## src/rtl/powerup_timer_bank_if.sv

```systemverilog
// Pickup/status bundle between the game logic and powerup_timer_bank.
// The game logic drives through master; the timer bank answers through slave.
interface powerup_timer_bank_if #(
    parameter int unsigned NUM_CH = 4,
    parameter int unsigned CH_W   = 2,
    parameter int unsigned CNT_W  = 5
);
    logic                    eaten;
    logic [CH_W-1:0]         eaten_ch;
    logic [NUM_CH*CNT_W-1:0] dur_flat;
    logic                    stack_mode;
    logic                    pause;
    logic                    clear_all;
    logic [NUM_CH-1:0]       active;
    logic [NUM_CH-1:0]       warning;
    logic [NUM_CH-1:0]       expired;
    logic                    any_warning;
    logic [NUM_CH*CNT_W-1:0] remaining_flat;

    modport master (
        output eaten, eaten_ch, dur_flat, stack_mode, pause, clear_all,
        input  active, warning, expired, any_warning, remaining_flat
    );

    modport slave (
        input  eaten, eaten_ch, dur_flat, stack_mode, pause, clear_all,
        output active, warning, expired, any_warning, remaining_flat
    );
endinterface

```

## src/rtl/powerup_timer_bank.sv

```systemverilog
// Bank of NUM_CH power-up countdown timers sharing one seconds prescaler.
// Pickups restart or stack a channel; status feeds paddle/ball logic and the HUD.
module powerup_timer_bank #(
    parameter int unsigned NUM_CH    = 4,
    parameter int unsigned CH_W      = 2,
    parameter int unsigned CNT_W     = 5,
    parameter int unsigned PRESCALER = 64999999,
    parameter int unsigned WARN_SECS = 2
) (
    input logic                clk,
    input logic                reset,
    powerup_timer_bank_if.slave bus
);
    localparam int unsigned PS_W = (PRESCALER > 0) ? $clog2(PRESCALER + 1) : 1;
    localparam logic [PS_W-1:0] PS_MAX = PS_W'(PRESCALER);

    logic [PS_W-1:0]   presc;
    logic              tick;
    logic [CNT_W-1:0]  rem      [NUM_CH];
    logic [CNT_W-1:0]  dur      [NUM_CH];
    logic [CNT_W:0]    sum      [NUM_CH];
    logic [CNT_W-1:0]  load_val [NUM_CH];
    logic [NUM_CH-1:0] load_hit;
    logic [NUM_CH-1:0] expired_q;

    assign tick = !bus.pause && (presc == PS_MAX);

    // Channel indices at or above NUM_CH never match a loop index, so such loads drop out.
    always_comb begin
        load_hit = '0;
        for (int unsigned i = 0; i < NUM_CH; i++) begin
            dur[i] = bus.dur_flat[i*CNT_W +: CNT_W];
            sum[i] = {1'b0, rem[i]} + {1'b0, dur[i]};
            if (!bus.stack_mode || rem[i] == '0)
                load_val[i] = dur[i];
            else if (sum[i][CNT_W])
                load_val[i] = '1;
            else
                load_val[i] = sum[i][CNT_W-1:0];
            load_hit[i] = bus.eaten && (bus.eaten_ch == CH_W'(i));
        end
    end

    always_ff @(posedge clk) begin
        if (reset) begin
            presc     <= '0;
            expired_q <= '0;
            for (int unsigned i = 0; i < NUM_CH; i++)
                rem[i] <= '0;
        end else begin
            expired_q <= '0;
            if (bus.clear_all) begin
                presc <= '0;
                for (int unsigned i = 0; i < NUM_CH; i++)
                    rem[i] <= '0;
            end else begin
                if (!bus.pause)
                    presc <= tick ? '0 : presc + 1'b1;
                // A load on a channel swallows that channel's tick in the same cycle.
                for (int unsigned i = 0; i < NUM_CH; i++) begin
                    if (load_hit[i]) begin
                        rem[i] <= load_val[i];
                    end else if (tick && rem[i] != '0) begin
                        rem[i] <= rem[i] - 1'b1;
                        if (rem[i] == CNT_W'(1))
                            expired_q[i] <= 1'b1;
                    end
                end
            end
        end
    end

    always_comb begin
        bus.active         = '0;
        bus.warning        = '0;
        bus.remaining_flat = '0;
        for (int unsigned i = 0; i < NUM_CH; i++) begin
            bus.active[i]  = (rem[i] != '0);
            bus.warning[i] = (rem[i] != '0) && (32'(rem[i]) <= WARN_SECS);
            bus.remaining_flat[i*CNT_W +: CNT_W] = rem[i];
        end
    end

    assign bus.expired     = expired_q;
    assign bus.any_warning = |bus.warning;
endmodule

```

## src/flat_wrapper.sv

```systemverilog
// flat-port wrapper written by rule: the top's interface ports become plain ports
module powerup_timer_bank_flat 
#(
    parameter int unsigned NUM_CH    = 4,
    parameter int unsigned CH_W      = 2,
    parameter int unsigned CNT_W     = 5,
    parameter int unsigned PRESCALER = 64999999,
    parameter int unsigned WARN_SECS = 2
)
  (clk, reset, bus_eaten, bus_eaten_ch, bus_dur_flat, bus_stack_mode, bus_pause, bus_clear_all, bus_active, bus_warning, bus_expired, bus_any_warning, bus_remaining_flat);
  powerup_timer_bank_if #(.NUM_CH(NUM_CH), .CH_W(CH_W), .CNT_W(CNT_W)) bus_i ();
  input logic clk;
  input logic reset;
  input wire logic [$bits(bus_i.eaten)-1:0] bus_eaten;
  input wire logic [$bits(bus_i.eaten_ch)-1:0] bus_eaten_ch;
  input wire logic [$bits(bus_i.dur_flat)-1:0] bus_dur_flat;
  input wire logic [$bits(bus_i.stack_mode)-1:0] bus_stack_mode;
  input wire logic [$bits(bus_i.pause)-1:0] bus_pause;
  input wire logic [$bits(bus_i.clear_all)-1:0] bus_clear_all;
  output wire logic [$bits(bus_i.active)-1:0] bus_active;
  output wire logic [$bits(bus_i.warning)-1:0] bus_warning;
  output wire logic [$bits(bus_i.expired)-1:0] bus_expired;
  output wire logic [$bits(bus_i.any_warning)-1:0] bus_any_warning;
  output wire logic [$bits(bus_i.remaining_flat)-1:0] bus_remaining_flat;
  assign bus_i.eaten = bus_eaten;
  assign bus_i.eaten_ch = bus_eaten_ch;
  assign bus_i.dur_flat = bus_dur_flat;
  assign bus_i.stack_mode = bus_stack_mode;
  assign bus_i.pause = bus_pause;
  assign bus_i.clear_all = bus_clear_all;
  assign bus_active = bus_i.active;
  assign bus_warning = bus_i.warning;
  assign bus_expired = bus_i.expired;
  assign bus_any_warning = bus_i.any_warning;
  assign bus_remaining_flat = bus_i.remaining_flat;
  powerup_timer_bank #(.NUM_CH(NUM_CH), .CH_W(CH_W), .CNT_W(CNT_W), .PRESCALER(PRESCALER), .WARN_SECS(WARN_SECS)) u_core (.clk(clk), .reset(reset), .bus(bus_i));
endmodule
```

## config.mk

```make
export PLATFORM = sky130hd
export DESIGN_NAME = powerup_timer_bank_flat
export DESIGN_NICKNAME = d
export VERILOG_FILES = /design/src/rtl/powerup_timer_bank_if.sv /design/src/rtl/powerup_timer_bank.sv /design/src/flat_wrapper.sv
export SDC_FILE = /design/constraint.sdc
export NUM_CORES = 1
export LEC_CHECK = 0
export ABC_CLOCK_PERIOD_IN_PS = 4570
export CORE_MARGIN = 4
export CORE_UTILIZATION = 41
export DETAILED_ROUTE_END_ITERATION = 12
export HOLD_SLACK_MARGIN = 0.1
export PLACE_DENSITY = 0.61
export SYNTH_ARGS = -nofsm -noshare
export SYNTH_HDL_FRONTEND = slang
export SYNTH_SLANG_ARGS = --single-unit
```

## constraint.sdc

```tcl
create_clock -name clk -period 4.57 [get_ports clk]
set_input_delay 0.6855 -clock clk [delete_from_list [all_inputs] [get_ports clk]]
set_output_delay 0.6855 -clock clk [all_outputs]
set_load 0.02 [all_outputs]
```

# After elaboration in Yosys (flattened, before gate mapping)
# Memories as Yosys holds them, arrays and structs flattened.
# Index checks and enable logic that the tools add are counted.
[totals]
latch_bits = 0
rom_bits = 0
register_bits = 30
mem_count = 1
mem_bits_rw = 20
in_bits = 28
out_inout_bits = 33
[op_classes]
n_eq_ne = 8
bitwise_logic = 16
reduce_logical = 34
shift = 0
n_div = 0
n_mux = 66
n_addsub = 9
order_cmp = 4
multipliers = 0
[memory_table]
columns = ["memory", "depth", "word_bits", "read_ports", "rd_ports_with_merged_regs", "wr", "line_no", "rtl"]
rows = [
  ["u_core.rem", 4, 5, 4, 0, 4, "powerup_timer_bank.sv:19", "logic [CNT_W-1:0] rem [NUM_CH];"],
]
[ops]
columns = ["op", "count"]
rows = [
  ["$mux 5", 20],
  ["$mux 1", 45],
  ["$add 26x1->26 const B", 1],
  ["$eq 26x26->1 const B", 1],
  ["$mux 26", 1],
  ["$add 5x5->6", 4],
  ["$eq 5x1->1 const B", 4],
  ["$le 5x2->1 const B", 4],
  ["$logic_not 5->1", 4],
  ["$reduce_bool 5->1", 4],
  ["$reduce_or 4->1", 5],
  ["$sub 5x1->5 const B", 4],
  ["$logic_and 1x1->1", 13],
  ["$or 1x1->1", 12],
  ["$eq 2x2->1 const B", 2],
  ["$logic_or 1x1->1", 4],
  ["$not 1->1", 4],
  ["$eq 2x1->1 const B", 1],
  ["$logic_not 1->1", 2],
  ["$logic_not 2->1", 1],
  ["$reduce_or 2->1", 1],
]

# Longest topological paths before layout
# Gate-level depths: netlist of run 1.
[depth]
ltp_word = 9
ltp_mapped = 10
ltp_nobuf = 10

# Worst setup path after synthesis of run 1
# OpenSTA, ideal clock, no wires.
[synth_timing]
path_type = "reg-to-output"
from = "mem u_core.rem[3][2], in the netlist u_core.rem[1][7]"
to = "out bus_any_warning"
slack_ns = 2.083
arrival_ns = 1.802
n_path_buf = 0
required_ns = 3.885
path_stages_with_launch = 4
path_cell_list = "edfxtp_1 > or3_1 > nor3_1 > or4_1"
[synth_rtl]
columns = ["element", "line_no", "rtl"]
rows = [
  ["from (decl)", "powerup_timer_bank.sv:19", ""],
  ["to (decl)", "flat_wrapper.sv:23", "output wire logic [$bits(bus_i.any_warning)-1:0] bus_any_warning;"],
]

==> results of run 1 <==
power breakdown:
| part | switching (uW) | internal [uW] |
|---|---|---|
| sequential | 20.1 | 476 |
| clock | 148 | 189 |
| combinational | 146 | 133 |
final timing paths:
kind | from | endpoint | slack [ns] | cells past startpoint
max | u_core.rem[1][7] | bus_any_warning | 1.45 | 4
max reg2reg | u_core.rem[0][6] | u_core.rem[0][7] | 2.14 | 7
min | u_core.presc[24] | u_core.presc[24] | 0.51 | 2
min reg2reg | u_core.presc[24] | u_core.presc[24] | 0.51 | 2
Yosys cell counts (all sizes together), types with 2 or more instances:
master and count:
or3 5, inv 28, nor3 11, nand4b 3
a211oi 2, o221ai 12, a21oi 14, nand3 12
nand2b 2, ha 35, o211a 3, and2 9
and4 2, o22ai 7, nand2 31, edfxtp 20
o21ai 22, nor2b 4, a21o 8, or4b 2
xor2 24, xnor2 21, nand4 7, fa 4
nand3b 6, nor2 43, dfxtp 30, clkbuf 3
buf 4, and3 10
worst reg2reg max path, cell delays in order (launching register included):
cell and delay [ns]:
edfxtp_1 0.49, inv_1 0.22, ha_1 0.23, or4b_1 0.52, and2_0 0.29, nand4b_1 0.24
o221ai_1 0.16, o21ai_0 0.13
per-stage QoR:
stage          setup slack, ns  util (%)  area [um^2]
3_5_place_dp              1.40      49.8         4320
2_1_floorplan             2.08         -         3620
3_3_place_gp              1.46      49.8         4320
4_1_cts                   1.38      51.3         4460
6_report                  1.45      51.3         4460
5_1_grt                   1.33      51.3         4460
sequential cells by signal, summed over array words and instances (netlist names):
register and count:
u_core.bus.expired 4, u_core.presc 26, u_core.rem 20
routing by layer:
layer | track usage (%) | up-vias | share of wire (%)
met3 | 2.73 | 7 | 3.9
met5 | 0 | - | 0
li1 | - | 1523 | -
met1 | 20.5 | 1370 | 47
met4 | 4.24 | 0 | 1.3
met2 | 27.7 | 48 | 48
layout make-up:
| cell class | instances | area, um^2 | area share [%] |
|---|---|---|---|
| tap | 108 | 135 | 3.03 |
| timing repair buffer | 60 | 601 | 13.5 |
| inverter | 28 | 105 | 2.36 |
| clock buffer | 8 | 133 | 2.98 |
| multi-input combinational | 311 | 2280 | 51.2 |
| sequential | 50 | 1200 | 27.0 |
cells by family after synthesis:
family	share of synthesized area, %
compound gates	13.7
xor+xnor	10.9
fa+ha+maj	14.3
buf+inv	3.93
flops	33.1
simple gates	24.1
==> results.md, run 1 <==
- Status: completed
- Pwr dens: 250 mW/mm^2
- CTS buffer count: 5
- Inst Count DP: 557
- Crit Path Max Fanout: 7
- Fin crit share: 68.2%
- Clock buffer depth: 2
- Share of cells above drive strength 1: 5.25%
- Yosys reg bits: 50
- DR pass1 iterations: 4
- Unrepaired setup endpoints after global routing: false
- Average size of a mapped cell: 9.15 um^2
- Drt wl/cell: 14.1 um
- Clock-pin slew on the worst setup and hold paths: 0.09 ns
- Pin count of the biggest net entering global routing: 25
- Min Tclk post-route: 3.12 ns
- Synth Flop Type: dfxtp_1
- Detail Placement HPWL: 6430 um
- Post-route ant nets: 0
- CP peak stage delay: 0.60 ns
- Most frequent cells in the layout: clkdlybuf4s50_1, nor2_1, ha_1
- Clock Latency Late Sink: 0.31 ns
- Worst Setup End Kind: output port
- Seq/Total Area, Yosys: 33.1%
- Nets: 523
- Setup bufs post-CTS: 0
- Via/cell ratio: 5.22
- Antenna cell count: 0
- Number of flops mapped to enable cells by yosys: 20
- Critical Path Slowest Stage Cell: clkdlybuf4s50_1
- Initial antenna violation count: 0
- Width of the die: 102 um
- Layout Cells excl Fill: 565
- Total negative slack: 0 ns
- Rows: 34
- CTS sink cnt: 50
- Synth cell types: 55
- PortBufs: 60
- Vias: 2,948
- Max frequency: 321 MHz
- Clock root buffer: clkbuf_8
- First-pass GRT wire length: 13,300 um
- Drt total wl: 7990 um
- Core area: 0.00868 mm^2
- Critical Path Start Type: flop
- Hold Path Class: flop to flop
- Post-Synthesis Cells: 396
- Pins over their slew limit: 0
- Critical Path AT: 2.43 ns
- Worst slew margin: 46.9%
- Max VDD drop: 0.000117 V
- Mapped Nets: 463
- Commonest non-fill, non-tap cell in the layout: clkdlybuf4s50_1
- Worst path cell trace: or3_1 > nor3_1 > or4_1 > clkdlybuf4s50_1
- Yosys warnings: 0
- CTS tree: built
- Gr ovfl total: 0
- Hold WS: 0.512 ns
- Initial DRC count: 101
- Yosys top cell area share: 16.6%
- FILL cells: 829
- Tot Pwr: 1110 uW
- GPL Wtd Cong: 0.810
- Critical Path RT: 3.88 ns
- Asr flop ratio synth: 0%
- Global Route Usage Sum: 16.0%
- Final Skew: 0.00551 ns
- Max-Cap Viols: 0
- Largest cells by area after synthesis: dfxtp_1, edfxtp_1, ha_1
- CP bufs+invs: 1
- Post-Synthesis Cell Area: 0.00362 mm^2
- Vias in the first global route: 2,880
- Tightest Pin Transition: 0.795 ns
- Kind of critical path: flop to output port
- Starting Density: 41.8%
- Cell taking the most area after synthesis: dfxtp_1
- Post-route DRC: 0
- Final Hold Vio Count: 0
- Post_cts resized: 0
- IO Pins: 61
- # hold bufs at CTS: 0
- Synth-to-layout area growth: 22.9%
- Die ar.: 0.0104 mm^2
- Final setup violation count: 0
- Worst path top cell family by delay: simple AND/OR/NAND/NOR gates
- Static leakage: 0.00183 uW
- H-tree depth: 2
- Die H: 102 um
(Power assumes the default switching activity.)
==> run 2: changes to the inputs <==
ABC_CLOCK_PERIOD_IN_PS = 2600   (was 4570)
PLACE_DENSITY = 0.64   (was 0.61)
clock period = 2.6 ns   (was 4.57 ns; I/O delays follow)
==> results.md, run 2 (same netlist as run 1, synthesis figures left out) <==
- Area of the multi-input gates: 0.00229 mm^2
- Pwr dens: 424 mW/mm^2
- Share of cells above drive strength 1: 10.8%
- Synth-to-layout area growth: 27.8%
- Number of flip-flops in the largest register: 26
- FILL cells: 834
- Worst slew margin: 68.7%
- Vias in the first global route: 3,004
- CTS buffer count: 5
- Max-Cap Viols: 0
- Global Route Usage Sum: 16.5%
- Clock Latency Late Sink: 0.31 ns
- Cell depth of the worst flop-to-flop path: 7
- Final Skew: 0.00994 ns
- Max frequency: 402 MHz
- Starting Density: 41.8%
- CTS tree: built
- Via/cell ratio: 5.23
- H-tree depth: 2
- Commonest non-fill, non-tap cell in the layout: clkdlybuf4s50_1
- Fin crit share: 95.8%
- Initial DRC count: 81
- Tightest Pin Transition: 0.468 ns
- R2r startpoint: u_core.rem[0][6]
- Drt wl/cell: 14.2 um
- Worst Setup End Kind: output port
- Hold endpoint: u_core.presc[18]
- Layout Cells excl Fill: 589
- Final setup violation count: 0
- Inst Count DP: 579
- Gr ovfl total: 0
- Clock buffer depth: 2
- Critical Path AT: 2.10 ns
- Pins over their slew limit: 0
- Final Hold Vio Count: 0
- DR pass1 iterations: 4
- Clock root buffer: clkbuf_8
- Post-route DRC: 0
- Detail Placement HPWL: 6580 um
- Flop-to-flop setup slack: 0.32 ns
- Width of the die: 102 um
- IO Pins: 61
- Rows: 34
- Design area: 0.00463 mm^2
- Largest reg by FF count: u_core.presc
- # hold bufs at CTS: 0
- Static leakage: 0.00195 uW
- Placed Area: 0.00449 mm^2
- Critical Path Start Type: flop
- Most frequent cells in the layout: clkdlybuf4s50_1, nor2_1, ha_1
- Die H: 102 um
- Drt total wl: 8390 um
- CTS sink cnt: 50
- Hold depth: 2
- Die ar.: 0.0104 mm^2
- Total negative slack: 0 ns
- Status: completed
- PortBufs: 60
- Core area: 0.00868 mm^2
- FF+latch area: 0.00120 mm^2
- Nets: 547
- Reg2reg end: u_core.rem[0][8]
- Hold_sp: u_core.presc[18]
- GPL Wtd Cong: 0.826
- First-pass GRT wire length: 13,900 um
- Core Util, Final: 53.4%
- Min Tclk post-route: 2.49 ns
- Max VDD drop: 0.000294 V
- Kind of critical path: flop to output port
- Crit Path Max Fanout: 4
- Vias: 3,082
- Hold Path Class: flop to flop
- Pin count of the biggest net entering global routing: 25
- Antenna cell count: 0
- Critical Path RT: 2.21 ns
- Clock-pin slew on the worst setup and hold paths: 0.10 ns
- Post-route ant nets: 0
- Initial antenna violation count: 0
## run 2: final cells by class
type                            instances  share of cell area [%]
Clock buffer                            7                    2.32
Clock inverter                          1                   0.189
Inverter                               28                    2.27
Multi-Input combinational cell        311                    49.4
Sequential cell                        50                    25.9
Tap cell                              108                    2.92
Timing Repair Buffer                   84                    16.9
## run 2: metal layers
| metal | GRT usage [%] | part of all wire, % | up-vias |
|---|---|---|---|
| met5 | 0 | 0 | - |
| met1 | 22.3 | 48 | 1429 |
| li1 | - | - | 1577 |
| met2 | 26.9 | 47 | 65 |
| met3 | 3.21 | 4.5 | 11 |
| met4 | 4.84 | 1.3 | 0 |
## run 2: worst max-delay path: stages (launching register included)
cell           delay (ns)
edfxtp_1             0.44
inv_1                0.11
ha_2                 0.20
nor3_1               0.06
buf_4                0.14
or4_1                0.51
dlygate4sd2_1        0.34
## run 2: worst max-delay path by stage
stage | slack [ns] | start | to
3_5_place_dp | 0.08 | bus_dur_flat[1] | u_core.rem[0][3]
2_1_floorplan | 0.22 | u_core.rem[0][6] | u_core.rem[1][2]
4_1_cts | 0.02 | u_core.rem[0][6] | bus_active[1]
3_3_place_gp | 0.14 | bus_dur_flat[1] | u_core.rem[0][3]
5_1_grt | -0.01 | u_core.rem[1][1] | bus_any_warning
6_report | 0.11 | u_core.rem[1][1] | bus_any_warning
## run 2: stage by stage
step / total power (uW) / worst slack [ns] / hold slack, ns
floorplan: 1200 / 0.215 / 0.467
global placement: 1410 / 0.138 / 0.478
detailed placement: 1420 / 0.0832 / 0.495
CTS: 1980 / 0.0160 / 0.512
global route: 2080 / -0.00974 / 0.541
finish: 1960 / 0.110 / 0.508
## run 2: timing repair
item,in CTS,in global routing
resized for setup,1,6
buffers inserted,0,2
hold endpoints to repair,0,0
setup endpoints to repair,1,5
## run 2: power by group
group	leakage, uW	switching, uW	total, uW	internal [uW]
sequential	0.000466	20.7	857	837
combinational	0.00142	283	543	260
clock	0.0000600	284	563	279
total	0.00195	588	1960	1380
==> run 3: changes to the inputs <==
CAP_MARGIN = 20   (was not set)
==> results of run 3 <==
Final layout, timing and power as in run 2 (identical DEF).
